### src/rtl/trig_pkg.sv
// Shared types for the trigger timestamp block: record type codes, FSM states
// and the record width helper.
package trig_pkg;

  typedef enum logic [1:0] {
    REC_TRIG       = 2'd0,
    REC_TRIG_FIRST = 2'd1,
    REC_SPILL_END  = 2'd2
  } rec_type_t;

  typedef enum logic {
    IDLE  = 1'b0,
    SPILL = 1'b1
  } state_t;

  function automatic int rec_width(input int cntw);
    return cntw + 2;
  endfunction

endpackage

### src/rtl/trig_timestamp_if.sv
// Readout bus of the trigger record FIFO: pop request plus head record and flags.
interface trig_timestamp_if
  import trig_pkg::*;
#(
  parameter int W = rec_width(32)
);
  logic         rd_en;
  logic [W-1:0] dout;
  logic         empty;
  logic         full;

  modport master (output rd_en, input dout, input empty, input full);
  modport slave  (input rd_en, output dout, output empty, output full);
endinterface

### src/rtl/trig_fifo.sv
// First-word-fall-through FIFO; a write into a full FIFO is accepted only when
// a pop happens in the same cycle.
module trig_fifo #(
  parameter int WIDTH = 34,
  parameter int DEPTH = 16
) (
  input  logic             clk,
  input  logic             reset,
  input  logic             wr_en,
  input  logic [WIDTH-1:0] din,
  input  logic             rd_en,
  output logic [WIDTH-1:0] dout,
  output logic             empty,
  output logic             full
);
  localparam int AW = $clog2(DEPTH);

  logic [WIDTH-1:0] mem [DEPTH];
  logic [AW:0]      wr_ptr;
  logic [AW:0]      rd_ptr;
  logic             do_rd;
  logic             do_wr;

  assign empty = (wr_ptr == rd_ptr);
  assign full  = (wr_ptr[AW] != rd_ptr[AW]) && (wr_ptr[AW-1:0] == rd_ptr[AW-1:0]);
  assign do_rd = rd_en & ~empty;
  assign do_wr = wr_en & (~full | do_rd);
  assign dout  = empty ? '0 : mem[rd_ptr[AW-1:0]];

  // NOTE: storage is deliberately not reset; dout is masked while empty so stale words never show.
  always_ff @(posedge clk) begin
    if (do_wr) mem[wr_ptr[AW-1:0]] <= din;
  end

  // NOTE: sequential state uses non-blocking assignments so every register samples pre-edge values.
  always_ff @(posedge clk or posedge reset) begin
    if (reset) begin
      wr_ptr <= '0;
      rd_ptr <= '0;
    end else begin
      if (do_wr) wr_ptr <= wr_ptr + 1'b1;
      if (do_rd) rd_ptr <= rd_ptr + 1'b1;
    end
  end

endmodule

### src/rtl/trig_timestamp.sv
// Trigger receiver: synchronizes the trigger line, timestamps rising edges,
// marks spill start/end from trigger gaps and queues records for readout.
module trig_timestamp
  import trig_pkg::*;
#(
  parameter int CNTW       = 32,
  parameter int FIFO_DEPTH = 16,
  parameter int GAPLEN     = 200,
  parameter int LOSTW      = 16
) (
  input  logic             clk,
  input  logic             reset,
  input  logic             enable,
  input  logic             trigger,
  trig_timestamp_if.slave  bus,
  output logic             in_spill,
  output logic [LOSTW-1:0] lost_cnt
);
  localparam int          RW       = rec_width(CNTW);
  localparam logic [15:0] GAP_LAST = 16'(GAPLEN - 1);

  logic            s1, s2, s3;
  logic            en_d;
  logic [CNTW-1:0] ts;
  logic [15:0]     gap, gap_nxt;
  state_t          state, state_nxt;
  rec_type_t       rec_type;
  logic            wr_req;
  logic            trig_edge;
  logic            en_rise;
  logic            drop;

  assign trig_edge = s2 & ~s3;
  assign en_rise   = enable & ~en_d;
  assign in_spill  = (state == SPILL);
  assign drop      = wr_req & bus.full & ~bus.rd_en;

  // Two-stage synchronizer for the asynchronous line; s3 is the edge-detect history.
  always_ff @(posedge clk or posedge reset) begin
    if (reset) begin
      s1 <= 1'b0;
      s2 <= 1'b0;
      s3 <= 1'b0;
    end else begin
      s1 <= trigger;
      s2 <= s1;
      s3 <= s2;
    end
  end

  always_ff @(posedge clk or posedge reset) begin
    if (reset) begin
      en_d     <= 1'b0;
      ts       <= '0;
      state    <= IDLE;
      gap      <= '0;
      lost_cnt <= '0;
    end else begin
      en_d  <= enable;
      state <= state_nxt;
      gap   <= gap_nxt;
      if (en_rise)     ts <= '0;
      else if (enable) ts <= ts + 1'b1;
      if (en_rise)                        lost_cnt <= '0;
      else if (drop && lost_cnt != '1)    lost_cnt <= lost_cnt + 1'b1;
    end
  end

  // NOTE: every output of this block gets a default first, so no path can infer a latch.
  always_comb begin
    state_nxt = state;
    gap_nxt   = gap;
    wr_req    = 1'b0;
    rec_type  = REC_TRIG;
    if (!enable || en_rise) begin
      state_nxt = IDLE;
    end else begin
      unique case (state)
        IDLE: begin
          if (trig_edge) begin
            wr_req    = 1'b1;
            rec_type  = REC_TRIG_FIRST;
            gap_nxt   = '0;
            state_nxt = SPILL;
          end
        end
        SPILL: begin
          // A trigger in the timeout cycle wins, so the spill simply continues.
          if (trig_edge) begin
            wr_req   = 1'b1;
            rec_type = REC_TRIG;
            gap_nxt  = '0;
          end else if (gap == GAP_LAST) begin
            wr_req    = 1'b1;
            rec_type  = REC_SPILL_END;
            state_nxt = IDLE;
          end else begin
            gap_nxt = gap + 16'd1;
          end
        end
        default: state_nxt = IDLE;
      endcase
    end
  end

  trig_fifo #(
    .WIDTH(RW),
    .DEPTH(FIFO_DEPTH)
  ) u_fifo (
    .clk   (clk),
    .reset (reset),
    .wr_en (wr_req),
    .din   ({rec_type, ts}),
    .rd_en (bus.rd_en),
    .dout  (bus.dout),
    .empty (bus.empty),
    .full  (bus.full)
  );

endmodule
### src/flat_wrapper.sv
// flat-port wrapper written by rule: the top's interface ports become plain ports
module trig_timestamp_flat import trig_pkg::*;
#(
  parameter int CNTW       = 32,
  parameter int FIFO_DEPTH = 16,
  parameter int GAPLEN     = 200,
  parameter int LOSTW      = 16
)
  (clk, reset, enable, trigger, in_spill, lost_cnt, bus_rd_en, bus_dout, bus_empty, bus_full);
  trig_timestamp_if bus_i ();
  input  logic clk;
  input  logic reset;
  input  logic enable;
  input  logic trigger;
  output logic in_spill;
  output logic [LOSTW-1:0] lost_cnt;
  input wire logic [$bits(bus_i.rd_en)-1:0] bus_rd_en;
  output wire logic [$bits(bus_i.dout)-1:0] bus_dout;
  output wire logic [$bits(bus_i.empty)-1:0] bus_empty;
  output wire logic [$bits(bus_i.full)-1:0] bus_full;
  assign bus_i.rd_en = bus_rd_en;
  assign bus_dout = bus_i.dout;
  assign bus_empty = bus_i.empty;
  assign bus_full = bus_i.full;
  trig_timestamp #(.CNTW(CNTW), .FIFO_DEPTH(FIFO_DEPTH), .GAPLEN(GAPLEN), .LOSTW(LOSTW)) u_core (.clk(clk), .reset(reset), .enable(enable), .trigger(trigger), .bus(bus_i), .in_spill(in_spill), .lost_cnt(lost_cnt));
endmodule
### config.mk
export PLATFORM = sky130hd
export DESIGN_NAME = trig_timestamp_flat
export DESIGN_NICKNAME = d
export VERILOG_FILES = /design/src/rtl/trig_pkg.sv /design/src/rtl/trig_timestamp_if.sv /design/src/rtl/trig_fifo.sv /design/src/rtl/trig_timestamp.sv /design/src/flat_wrapper.sv
export SDC_FILE = /design/constraint.sdc
export NUM_CORES = 1
export LEC_CHECK = 0
export ABC_AREA = 1
export CAP_MARGIN = 40
export CORE_MARGIN = 2
export CORE_UTILIZATION = 50
export CTS_BUF_LIST = sky130_fd_sc_hd__clkbuf_4
export DETAILED_ROUTE_END_ITERATION = 8
export GPL_ROUTABILITY_DRIVEN = 0
export PLACE_DENSITY = 0.66
export SLEW_MARGIN = 20
export SYNTH_ARGS = -nofsm -noshare
export SYNTH_HDL_FRONTEND = slang
export SYNTH_SLANG_ARGS = --single-unit
### constraint.sdc
create_clock -name clk -period 4.6 [get_ports clk]
set_input_delay 0.92 -clock clk [delete_from_list [all_inputs] [get_ports clk]]
set_output_delay 0.92 -clock clk [all_outputs]
set_load 0.01 [all_outputs]
# Word level (Yosys, flattened, before mapping)
# Memories as Yosys holds them, arrays and structs flattened.
# Cells that the tools add are included.
# classes
add_sub_neg	5
n_eq_ne	7
n_mux	25
bitwise_logic	14
n_reduce_logical	7
# ops
operator	count
$mux W16	5
$mux W32	2
$mux W34	1
$add A16 B1 Y16 const B	2
$add A32 B1 Y32 const B	1
$pmux W16 S2	1
$eq A16 B8 Y1 const B	1
$ne A16 B16 Y1 const B	1
$add A5 B1 Y5 const B	2
$mux W1	10
$not A1 Y1	7
$and A1 B1 Y1	6
$mux W2	3
$eq A5 B5 Y1	1
$eq A4 B4 Y1	1
$pmux W1 S2	2
$pmux W2 S2	1
$reduce_bool A2 Y1	2
$ne A3 B3 Y1 const B	1
$reduce_and A3 Y1	1
$logic_and A1 B1 Y1	2
$ne A2 B1 Y1 const B	1
$logic_not A1 Y1	1
$logic_or A1 B1 Y1	1
2 further kinds	2
# word_totals
regBits	79
ramBits	544
in_bits	5
output_inout_bits	53
word_cells	69
memories	1
# mem_list
memory	depth	word_bits	rd	rd_clocked_by_memory_dff	write_ports	line	source
u_core.u_fifo.mem	16	34	1	0	1	trig_fifo.sv:18	logic [WIDTH-1:0] mem [DEPTH];

# Longest topological paths before layout
# Gate-level depths: netlist of the first run.
# logic_depth
depth_word	10
ltp_mapped	13
ltp_nobuf	12

# Modules after synthesis
# From an unflattened synthesis of the first run, not the netlist that was laid out.
# hier_totals
hier_cells	3009
hier_area_um2	28458.5
# by_module_without_submodules
module	instances	cells_each	area_each_um2	seq_area_each_um2
trig_fifo	1	2382	24124.4	16585.9
trig_timestamp	1	627	4334.2	1726.7

# Worst setup path after synthesis of the first run
# OpenSTA, ideal clock, no wires.
# synth_timing
path_type	input port to flip-flop
start	input port enable
end	memory u_core.u_fifo.mem[0][0], enable pin
setup_ns	0.425
t_arrival_ns	3.189
required_time_ns	4.175
setup_slack_ns	0.986
cell_stages	9
path_cell_list	nand2_1 > inv_1 > nand2_1 > nand2_1 > nand2_1 > nor2_1 > buf_4 > nand2_2 > nor2_1
# synth_between
elab_chain_cells	6
elab_cells_between_ends	7
classes_between	3 x mux; 2 x bitwise; 2 x reduce/logical
# synth_rtl
item	line	source
start, declared	flat_wrapper.sv:13	input logic enable;
$and A1 B1 Y1 / $logic_not A1 Y1 (equally long branches)	trig_timestamp.sv:34, trig_timestamp.sv:75	
$logic_or A1 B1 Y1 (*)	trig_timestamp.sv:75	if (!enable || en_rise) begin
$mux W1 (*)	trig_timestamp.sv:75	
$and A1 B1 Y1 (*)	trig_fifo.sv:27	assign do_wr = wr_en & (~full | do_rd);
$mux W1 (*)	trig_fifo.sv:32	if (do_wr) mem[wr_ptr[AW-1:0]] <= din;
$mux W1 (implied by the code) (*)	trig_fifo.sv:32	
end, declared	trig_fifo.sv:18	
# Every way passes the cells marked *; elsewhere a longest branch is shown, timed or not.

# Worst setup path after layout of the first run
# layout_timing
start	register u_core.u_fifo.rd_ptr[0]
end	output port bus_dout[28]
# layout_between
elab_chain_cells	2
elab_cells_between_ends	3
classes_between	1 x eq/ne; 1 x mux; 1 x memory
# layout_rtl
item	line	source
start, declared	trig_fifo.sv:20	logic [AW:0] rd_ptr;
start signal, assigned	trig_fifo.sv:42	if (do_rd) rd_ptr <= rd_ptr + 1'b1;
$mem_v2 Z16 W34 / $eq A5 B5 Y1 (equally long branches)	-	
$mux W34 (*)	trig_fifo.sv:28	assign dout = empty ? '0 : mem[rd_ptr[AW-1:0]];
end, declared	flat_wrapper.sv:18	output wire logic [$bits(bus_i.dout)-1:0] bus_dout;
# Marked as above.

==> results of run 1 <==
[cells in the mapped netlist, types with 2 or more instances]
master / count / area (um2)
edfxtp_1: 544 / 16300
nor2_1: 450 / 1690
nand2_1: 316 / 1190
o21ai_0: 291 / 1460
nand3_1: 115 / 576
inv_1: 112 / 420
dfrtp_1: 79 / 1980
clkbuf_1: 72 / 270
o22ai_1: 69 / 432
o211ai_1: 68 / 510
a21oi_1: 54 / 270
buf_2: 34 / 170
nor3_1: 28 / 140
nand4_1: 22 / 138
xor2_1: 15 / 131
buf_4: 8 / 60.1
ha_1: 8 / 100
inv_2: 7 / 26.3
xnor2_1: 7 / 61.3
buf_1: 6 / 22.5
nand2_2: 5 / 31.3
a31oi_1: 3 / 18.8
buf_6: 3 / 33.8
nor2_4: 3 / 33.8
o21ai_1: 3 / 15.0
clkinv_1: 2 / 7.51
nor2_2: 2 / 12.5
nor4_1: 2 / 12.5
o21bai_1: 2 / 15.0
[critical path: cells and delay by family (launching register included)]
family	cells	cell delay (ns)
buffers and inverters	3	1.25
flip-flops	1	0.63
AO/OA/AOI/OAI	3	0.54
AND/OR/NAND/NOR	1	0.10
[where the power goes]
part           internal, mW  switching, mW  total, mW
registers              6.16          0.159       6.32
clock network          2.51           2.16       4.66
logic                  2.09           3.55       5.63
total                  10.7           5.86       16.6
[repair_timing]
item,4_1_cts,5_1_grt
gates resized for setup,7,6
setup endpoints to repair,34,16
hold endpoints to repair,0,0
gates cloned,3,2
buffers inserted,2,2
[registers in the layout, summed over array words and instances (netlist names)]
name and cells:
u_core.en_d 1, u_core.u_fifo.mem 544, u_core.s3 1, u_core.gap 16, u_core.s2 1, u_core.in_spill 1, u_core.ts 32, u_core.lost_cnt 16
u_core.u_fifo.rd_ptr 5, u_core.s1 1, u_core.u_fifo.wr_ptr 5
[cell type report]
cell class	instances	area [um2]
diodes	2	5.00
clock buffers	230	1730
clock inverters	40	275
fillers	4273	21600
inverters	121	460
multi-input cells	1471	7030
flip-flops and latches	623	18300
well taps	680	851
repair buffers	107	1340
[through the flow]
step	setup slack (ns)	cells	TNS [ns]
global placement	0.789	2991	0
detailed placement	0.816	2993	0
global route	-0.00118	3274	-0.00118
floorplan	0.986	2338	0
CTS	0.00446	3268	0
finish	0.175	3274	0
[cell usage in the layout (no fill, tap or decap), types with 2 or more instances in the layout]
cell | Yosys | routed
nor2_1 | 450 | 433
buf_16 | 0 | 6
dfrtp_4 | 0 | 2
clkinv_1 | 2 | 20
clkinvlp_4 | 0 | 3
diode_2 | 0 | 2
o21ai_1 | 3 | 3
clkdlybuf4s50_1 | 0 | 57
inv_2 | 7 | 14
inv_1 | 112 | 111
nor4_1 | 2 | 2
clkinv_2 | 0 | 8
bufinv_16 | 0 | 4
edfxtp_1 | 544 | 544
xnor2_1 | 7 | 7
o21bai_1 | 2 | 2
nand3_1 | 115 | 115
a21oi_1 | 54 | 51
nor2_2 | 2 | 2
a21oi_2 | 0 | 3
ha_1 | 8 | 8
o211ai_1 | 68 | 68
buf_4 | 8 | 24
o22ai_1 | 69 | 69
bufbuf_16 | 0 | 2
a31oi_1 | 3 | 3
nor3_1 | 28 | 28
nand2_2 | 5 | 5
clkbuf_16 | 0 | 2
clkbuf_4 | 0 | 230
nand2_1 | 316 | 316
xor2_1 | 15 | 15
nand4_1 | 22 | 22
dfrtp_1 | 79 | 76
o21ai_0 | 291 | 291
buf_12 | 0 | 14
nor2_4 | 3 | 20
[cell families (layout without fill, tap and decap cells)]
logic type               after synthesis  in the layout  synth area share [%]
AND/OR/NAND/NOR                      949            949                  14.7
flip-flops                           623            623                  69.9
AO/OA/AOI/OAI                        492            492                  10.4
buffers and inverters                244            498                  3.86
XOR/XNOR                              22             22                 0.735
adder cells (fa/ha/maj)                8              8                 0.382
other                                  0              2                     0
[per-layer routing]
metal  global-route usage (%)  vias up  part of all wire [%]
li1                         -     8658                     -
met1                     32.9     9198                    41
met2                     42.9      805                    49
met3                     5.88      114                   8.0
met4                     8.52        0                   2.0
met5                        0        -                     0
[worst min path at each step]
stage | to | cells past startpoint | slack, ns
2_1_floorplan | u_core.s2$_DFF_PP0_ | 0 | 0.33
3_3_place_gp | u_core.s2$_DFF_PP0_ | 0 | 0.34
3_5_place_dp | u_core.s2$_DFF_PP0_ | 0 | 0.34
4_1_cts | u_core.s1$_DFF_PP0_ | 2 | 0.20
5_1_grt | u_core.s1$_DFF_PP0_ | 1 | 0.27
6_report | u_core.s1$_DFF_PP0_ | 2 | 0.31
==> metrics.md, run 1 <==
| Metric | Value |
|---|---|
| Syn Nets | `approximately 2400` |
| R2R cell count | `10` |
| DR pass1 iterations | `6` |
| Slew HR | `around 45%` |
| Worst min-delay path category | `input port to asynchronous set/reset pin` |
| Inserted Clock Buffers | `155` |
| Netlist area before placement | `approximately 26000 um2` |
| Clk_skew | `between 0.04 and 0.05 ns` |
| Gr ovfl total | `0` |
| Area delta synth->final | `14.5%` |
| Worst R2R Start | `u_core.en_d$_DFF_PP0_` |
| Max Slew Vio Count | `0` |
| Sequential cell area fraction in the yosys report | `roughly 70%` |
| CP Capture Type | `output pin` |
| Crit path max-delay cell type | `dfrtp_4` |
| Initial Util | `between 50% and 60%` |
| Worst skew pair latency | `1.00 ns` |
| DRT antenna net count | `0` |
| NumNets Final | `~2500` |
| # DRC | `0` |
| Final setup violation count | `0` |
| I/O pin count | `58` |
| Worst Setup EP | `bus_dout[28]` |
| CP required | `3.68 ns` |
| Worst slew pin tran | `between 0.8 and 0.9 ns` |
| CTS Sinks | `slightly above 600` |
| Worst setup SP type | `flop` |
| Post-synth EDFFs | `between 500 and 600` |
| Overall routing resource usage | `between 20% and 30%` |
| TritonCTS clock tree | `yes` |
| Power per cell area | `554 nW/um2` |
| Seq cells post-synth | `623` |
| Initial antenna violation count | `1` |
| Finished Cell Area | `roughly 30000 um2` |
| Die area | `~54000 um2` |
| Max-Cap Viols | `0` |
| CTS Hold Bufs | `0` |
| Worst Path Arrival | `3.51 ns` |
| Routed wire length | `around 70000 um` |
| Lkg Pwr | `10.9 nW` |
| IO Port Bufs | `57` |
| FFs w/ async S/R, synth | `12.7%` |
| Drt wl/cell | `20.8 um` |
| Syn_area_per_cell | `11.2 um2` |
| Fin crit period | `~4.4 ns` |
| Worst ir drop on vdd | `~0.00045 V` |
| Core Util, Final | `58.1%` |
| Rows | `83` |
| Worst path max stage delay | `between 0.6 and 0.7 ns` |
| First-pass GRT wire length | `104000 um` |
| DIE HEIGHT | `233 um` |
| R2R setup slack | `1.67 ns` |
| Initial DRC count | `between 1500 and 2000` |
| Reg2Reg Capture Point | `u_core.u_fifo.mem[5][9]$_DFFE_PP_` |
| Clk slew on worst S/H paths | `~0.07 ns` |
| Max clock buf depth | `3` |
| Overall Power | `roughly 17 mW` |
| Layout cell share with drive strength beyond 1 | `between 10% and 20%` |
| Status | `finished, final reports clean` |
| WS Path Type | `flop to output pin` |
| Fmax | `about 0.23 GHz` |
| Die width | `~230 um` |
| Part of the cycle the worst path needs | `a little over nine tenths` |
| Core area | `51600 um2` |
| Vias | `about 19000` |
| Worst path cell trace | `inv_6 > bufbuf_16 > o21ai_0 > o211ai_1 > nand3_1 > a21oi_1 > clkdlybuf4s50_1` |
| Post-synth top flop | `edfxtp_1` |
| Number of global-route vias before repair | `18481` |
| Yosys cell types | `37` |
| H-Tree Depth | `4` |
| Post-DP HPWL | `roughly 35000 um` |
| Syn. warnings | `0` |
| Worst Setup SP | `u_core.u_fifo.rd_ptr[0]$_DFFE_PP0P_` |
| Crit-path max FO | `slightly above 40` |
| Routed vias/inst | `approximately 5.7` |
| Final hold slack | `between 0.3 and 0.4 ns` |
| Cell Area, Placed | `27800 um2` |
| Largest net degree at the start of global routing | `116` |
| Post-synthesis cell count | `roughly 2300` |
| Clock root buffer | `clkbuf_4` |
| Final Hold Viols | `0` |
Note: power is estimated with default switching activity, not from simulation.
==> run 2, diff against run 1 <==
--- a/config.mk
+++ b/config.mk
@@ -12,8 +12,10 @@
 export CTS_BUF_LIST = sky130_fd_sc_hd__clkbuf_4
 export DETAILED_ROUTE_END_ITERATION = 8
 export GPL_ROUTABILITY_DRIVEN = 0
+export HOLD_SLACK_MARGIN = 0.03
 export PLACE_DENSITY = 0.66
 export SLEW_MARGIN = 20
 export SYNTH_ARGS = -nofsm -noshare
 export SYNTH_HDL_FRONTEND = slang
+export SYNTH_HIERARCHICAL = 1
 export SYNTH_SLANG_ARGS = --single-unit
==> run 2 against run 1 <==
  * Synthesized cell count increased by 29%
  * Largest cell class unchanged
  * Hold slack improved by 0.046 ns
  * Clock power increased by 9.0%
  * Clock-buffer cell count increased by 6
  * Clock skew increased by 0.016 ns
  * Core utilization decreased by 0.42 points
  * Critical endpoint is now bus_dout[15]
  * Die area increased by 8.4%
  * Sequential power increased by 2%
  * Register-to-register slack got worse by 0.23 ns
  * Cell area increased by 8.2%
  * Critical path depth unchanged
==> metrics.md, run 2 <==
| Metric | Value |
|---|---|
| Worst skew pair latency | `slightly below 1 ns` |
| CP Capture Type | `output pin` |
| WS Path Type | `flop to output pin` |
| Post-synth top flop | `edfxtp_1` |
| Finished Cell Area | `between 30000 and 40000 um2` |
| First-pass GRT wire length | `~110000 um` |
| Worst min-delay path category | `flop to flop` |
| Crit-path max FO | `between 60 and 70` |
| Final hold slack | `around 0.35 ns` |
| DIE HEIGHT | `roughly 240 um` |
| # DRC | `0` |
| Worst slew pin tran | `0.795 ns` |
| Overall Power | `between 15 and 20 mW` |
| Post-synth EDFFs | `between 500 and 600` |
| Initial DRC count | `2063` |
| Inserted Clock Buffers | `163` |
| Power per cell area | `approximately 530 nW/um2` |
| Yosys cell types | `40` |
| CP most frequent cell | `nand3_1` |
| Largest net degree at the start of global routing | `82` |
| Post-DP HPWL | `just under 40000 um` |
| Drt wl/cell | `18.4 um` |
| Seq cells post-synth | `slightly above 600` |
| Sequential cell area fraction in the yosys report | `64.3%` |
| Bufs and invs on worst path | `3` |
| Part of the cycle the worst path needs | `between 90 and 100%` |
| Worst ir drop on vdd | `about 0.00049 V` |
| Netlist area before placement | `approximately 28000 um2` |
| IO Port Bufs | `57` |
| Worst R2R Start | `u_core/in_spill$_DFF_PP0_` |
| Commonest non-fill, non-tap cells in the layout | `1150 x nand2_1, 544 x edfxtp_1, 426 x inv_1, 348 x nand3_1, 236 x clkbuf_4` |
| Slew HR | `between 40% and 50%` |
| Top-area cell type share of the netlist area | `57.4%` |
| Max Slew Vio Count | `0` |
| Worst path max stage delay | `just under 0.7 ns` |
| Cell taking the most area after synthesis | `edfxtp_1` |
| Crit path max-delay family | `buffers and inverters` |
| Post-synthesis cell count | `between 3000 and 4000` |
| Max clock buf depth | `3` |
| NumNets Final | `roughly 3200` |
| Most frequent cells after synthesis | `1150 x nand2_1, 544 x edfxtp_1, 427 x inv_1` |
| Gr ovfl total | `0` |
| Layout cell share with drive strength beyond 1 | `a little under an eighth` |
| H-Tree Depth | `4` |
| Routed wire length | `approximately 74000 um` |
| Worst setup SP type | `flop` |
| Core area | `about 56000 um2` |
| Reg2Reg Capture Point | `u_core/u_fifo/mem[13][18]$_DFFE_PP_` |
| TritonCTS clock tree | `yes` |
| Die width | `243 um` |
| Core Util, Final | `between 50% and 60%` |
| I/O pin count | `58` |
| Syn. warnings | `6` |
| Syn_area_per_cell | `roughly 9.5 um2` |
| Syn Nets | `~3000` |
| Fin crit period | `between 4 and 5 ns` |
| Most numerous cell in the Yosys netlist | `nand2_1` |
| Worst Path Arrival | `roughly 3.5 ns` |
| DR pass1 iterations | `8` |
| CP required | `~3.7 ns` |
| Cell Area, Placed | `30000 um2` |
| Max-Cap Viols | `0` |
| CTS Sinks | `about 620` |
| Fmax | `approximately 0.22 GHz` |
| Vias | `approximately 21000` |
| Hold Path End | `u_core/s2$_DFF_PP0_` |
| Routed vias/inst | `between 5 and 6` |
| Status | `finished, final reports clean` |
| Worst path cell trace | `inv_6 > buf_16 > nand2_1 > nand3_1 > nand3_1 > a21oi_1 > clkdlybuf4s50_1` |
| Area delta synth->final | `14.1%` |
| Worst path depth | `7` |
| Fillers | `approximately 5000` |
| Final setup violation count | `0` |
| Die area | `between 50000 and 60000 um2` |
| Max reg flops | `544` |
| Clk slew on worst S/H paths | `about 0.070 ns` |
| Hold_sp | `u_core/s1$_DFF_PP0_` |
| Lkg Pwr | `roughly 14 nW` |
| Top post-synthesis cells by area | `edfxtp_1 57%, nand2_1 15%, dfrtp_1 6.9%` |
| R2R cell count | `7` |
| Crit path max-delay cell type | `clkdlybuf4s50_1` |
| Overall routing resource usage | `25.4%` |
| RSZ-0062 raised after global routing | `yes` |
| FFs w/ async S/R, synth | `roughly an eighth` |
| Most common cell after layout, fill and taps aside | `nand2_1` |
| Hold Crit Depth | `0` |
| Rows | `87` |
| Final Hold Viols | `0` |
| DRT antenna net count | `0` |
| Initial antenna violation count | `1` |
| Clock root buffer | `clkbuf_4` |
| Clk_skew | `0.0619 ns` |
| Number of global-route vias before repair | `~21000` |
| R2R setup slack | `~1.4 ns` |
| Initial Util | `between 50% and 60%` |
[run 2: cell types whose count changed after synthesis, moves of 10 or more]
cell / change
o21ai_1: +12
buf_2: +53
inv_1: +315
o22ai_1: -69
nor2_1: -316
nor3_1: -19
nand2_1: +834
clkbuf_1: -56
o211ai_1: -68
nand2_2: +10
o21ai_0: -281
nand3_1: +233
[run 2: cells by family (layout without fill, tap and decap cells)]
family / after synthesis / in the layout / synth area share, %
adder cells (fa/ha/maj): 8 / 8 / 0.352
AO/OA/AOI/OAI: 88 / 88 / 1.63
other: 0 / 3 / 0
flip-flops: 623 / 623 / 64.3
XOR/XNOR: 19 / 19 / 0.585
buffers and inverters: 567 / 850 / 8.17
AND/OR/NAND/NOR: 1704 / 1704 / 24.9
[run 2: worst reg2reg max path: stages (launching register included)]
cell	delay [ns]
dfrtp_1	0.71
inv_1	0.18
nor2_1	0.21
nand3_2	0.14
nand2_4	0.18
nand2_2	0.44
nor2_4	0.60
buf_4	0.36
[run 2: area by class of cell]
| class | instances | area [um2] | share of cell area (%) |
|---|---|---|---|
| flip-flops and latches | 623 | 18300 | 56.4 |
| multi-input cells | 1819 | 7950 | 24.5 |
| clock buffers | 236 | 1770 | 5.46 |
| inverters | 439 | 1680 | 5.17 |
| repair buffers | 117 | 1340 | 4.13 |
| well taps | 756 | 946 | 2.91 |
| clock inverters | 57 | 450 | 1.39 |
| repair inverters | 1 | 8.76 | 0.0270 |
| diodes | 3 | 7.51 | 0.0231 |
[run 2: stage by stage]
step,std cells,setup TNS [ns],setup slack [ns]
5_1_grt,4050,-0.0270,-0.0138
4_1_cts,4040,0,0.0163
2_1_floorplan,3009,0,1.12
3_3_place_gp,3743,0,0.785
6_report,4051,0,0.149
3_5_place_dp,3744,0,0.742
[run 2: power breakdown]
group	leakage, nW	total (mW)	internal (mW)	switching [mW]
logic	6.36	5.63	1.99	3.64
clock network	1.30	5.08	2.81	2.27
registers	6.41	6.42	6.20	0.215
[run 2: per-layer routing]
| metal | global-route usage, % | vias to the layer above | share of wire, % |
|---|---|---|---|
| li1 | - | 10060 | - |
| met1 | 33.5 | 10038 | 41 |
| met2 | 41.3 | 950 | 48 |
| met3 | 5.51 | 137 | 8.9 |
| met4 | 9.78 | 0 | 2.5 |
| met5 | 0 | - | 0 |
[run 2: worst max path at each step]
stage | startpoint | end | slack, ns
3_5_place_dp | u_core/u_fifo/rd_ptr[0]$_DFFE_PP0P_ | bus_dout[19] | 0.74
2_1_floorplan | enable | u_core/u_fifo/mem[10][0]$_DFFE_PP_ | 1.12
6_report | u_core/u_fifo/rd_ptr[1]$_DFFE_PP0P_ | bus_dout[15] | 0.15
5_1_grt | u_core/u_fifo/rd_ptr[1]$_DFFE_PP0P_ | bus_dout[13] | -0.01
3_3_place_gp | u_core/u_fifo/rd_ptr[0]$_DFFE_PP0P_ | bus_dout[32] | 0.79
4_1_cts | u_core/u_fifo/rd_ptr[1]$_DFFE_PP0P_ | bus_dout[15] | 0.02
[run 2: timing repair]
item	4_1_cts	5_1_grt
hold buffers	0	0
pin swaps	1	1
gates resized for setup	18	4
setup endpoints to repair	32	14
setup buffers	0	5
cloned	3	1
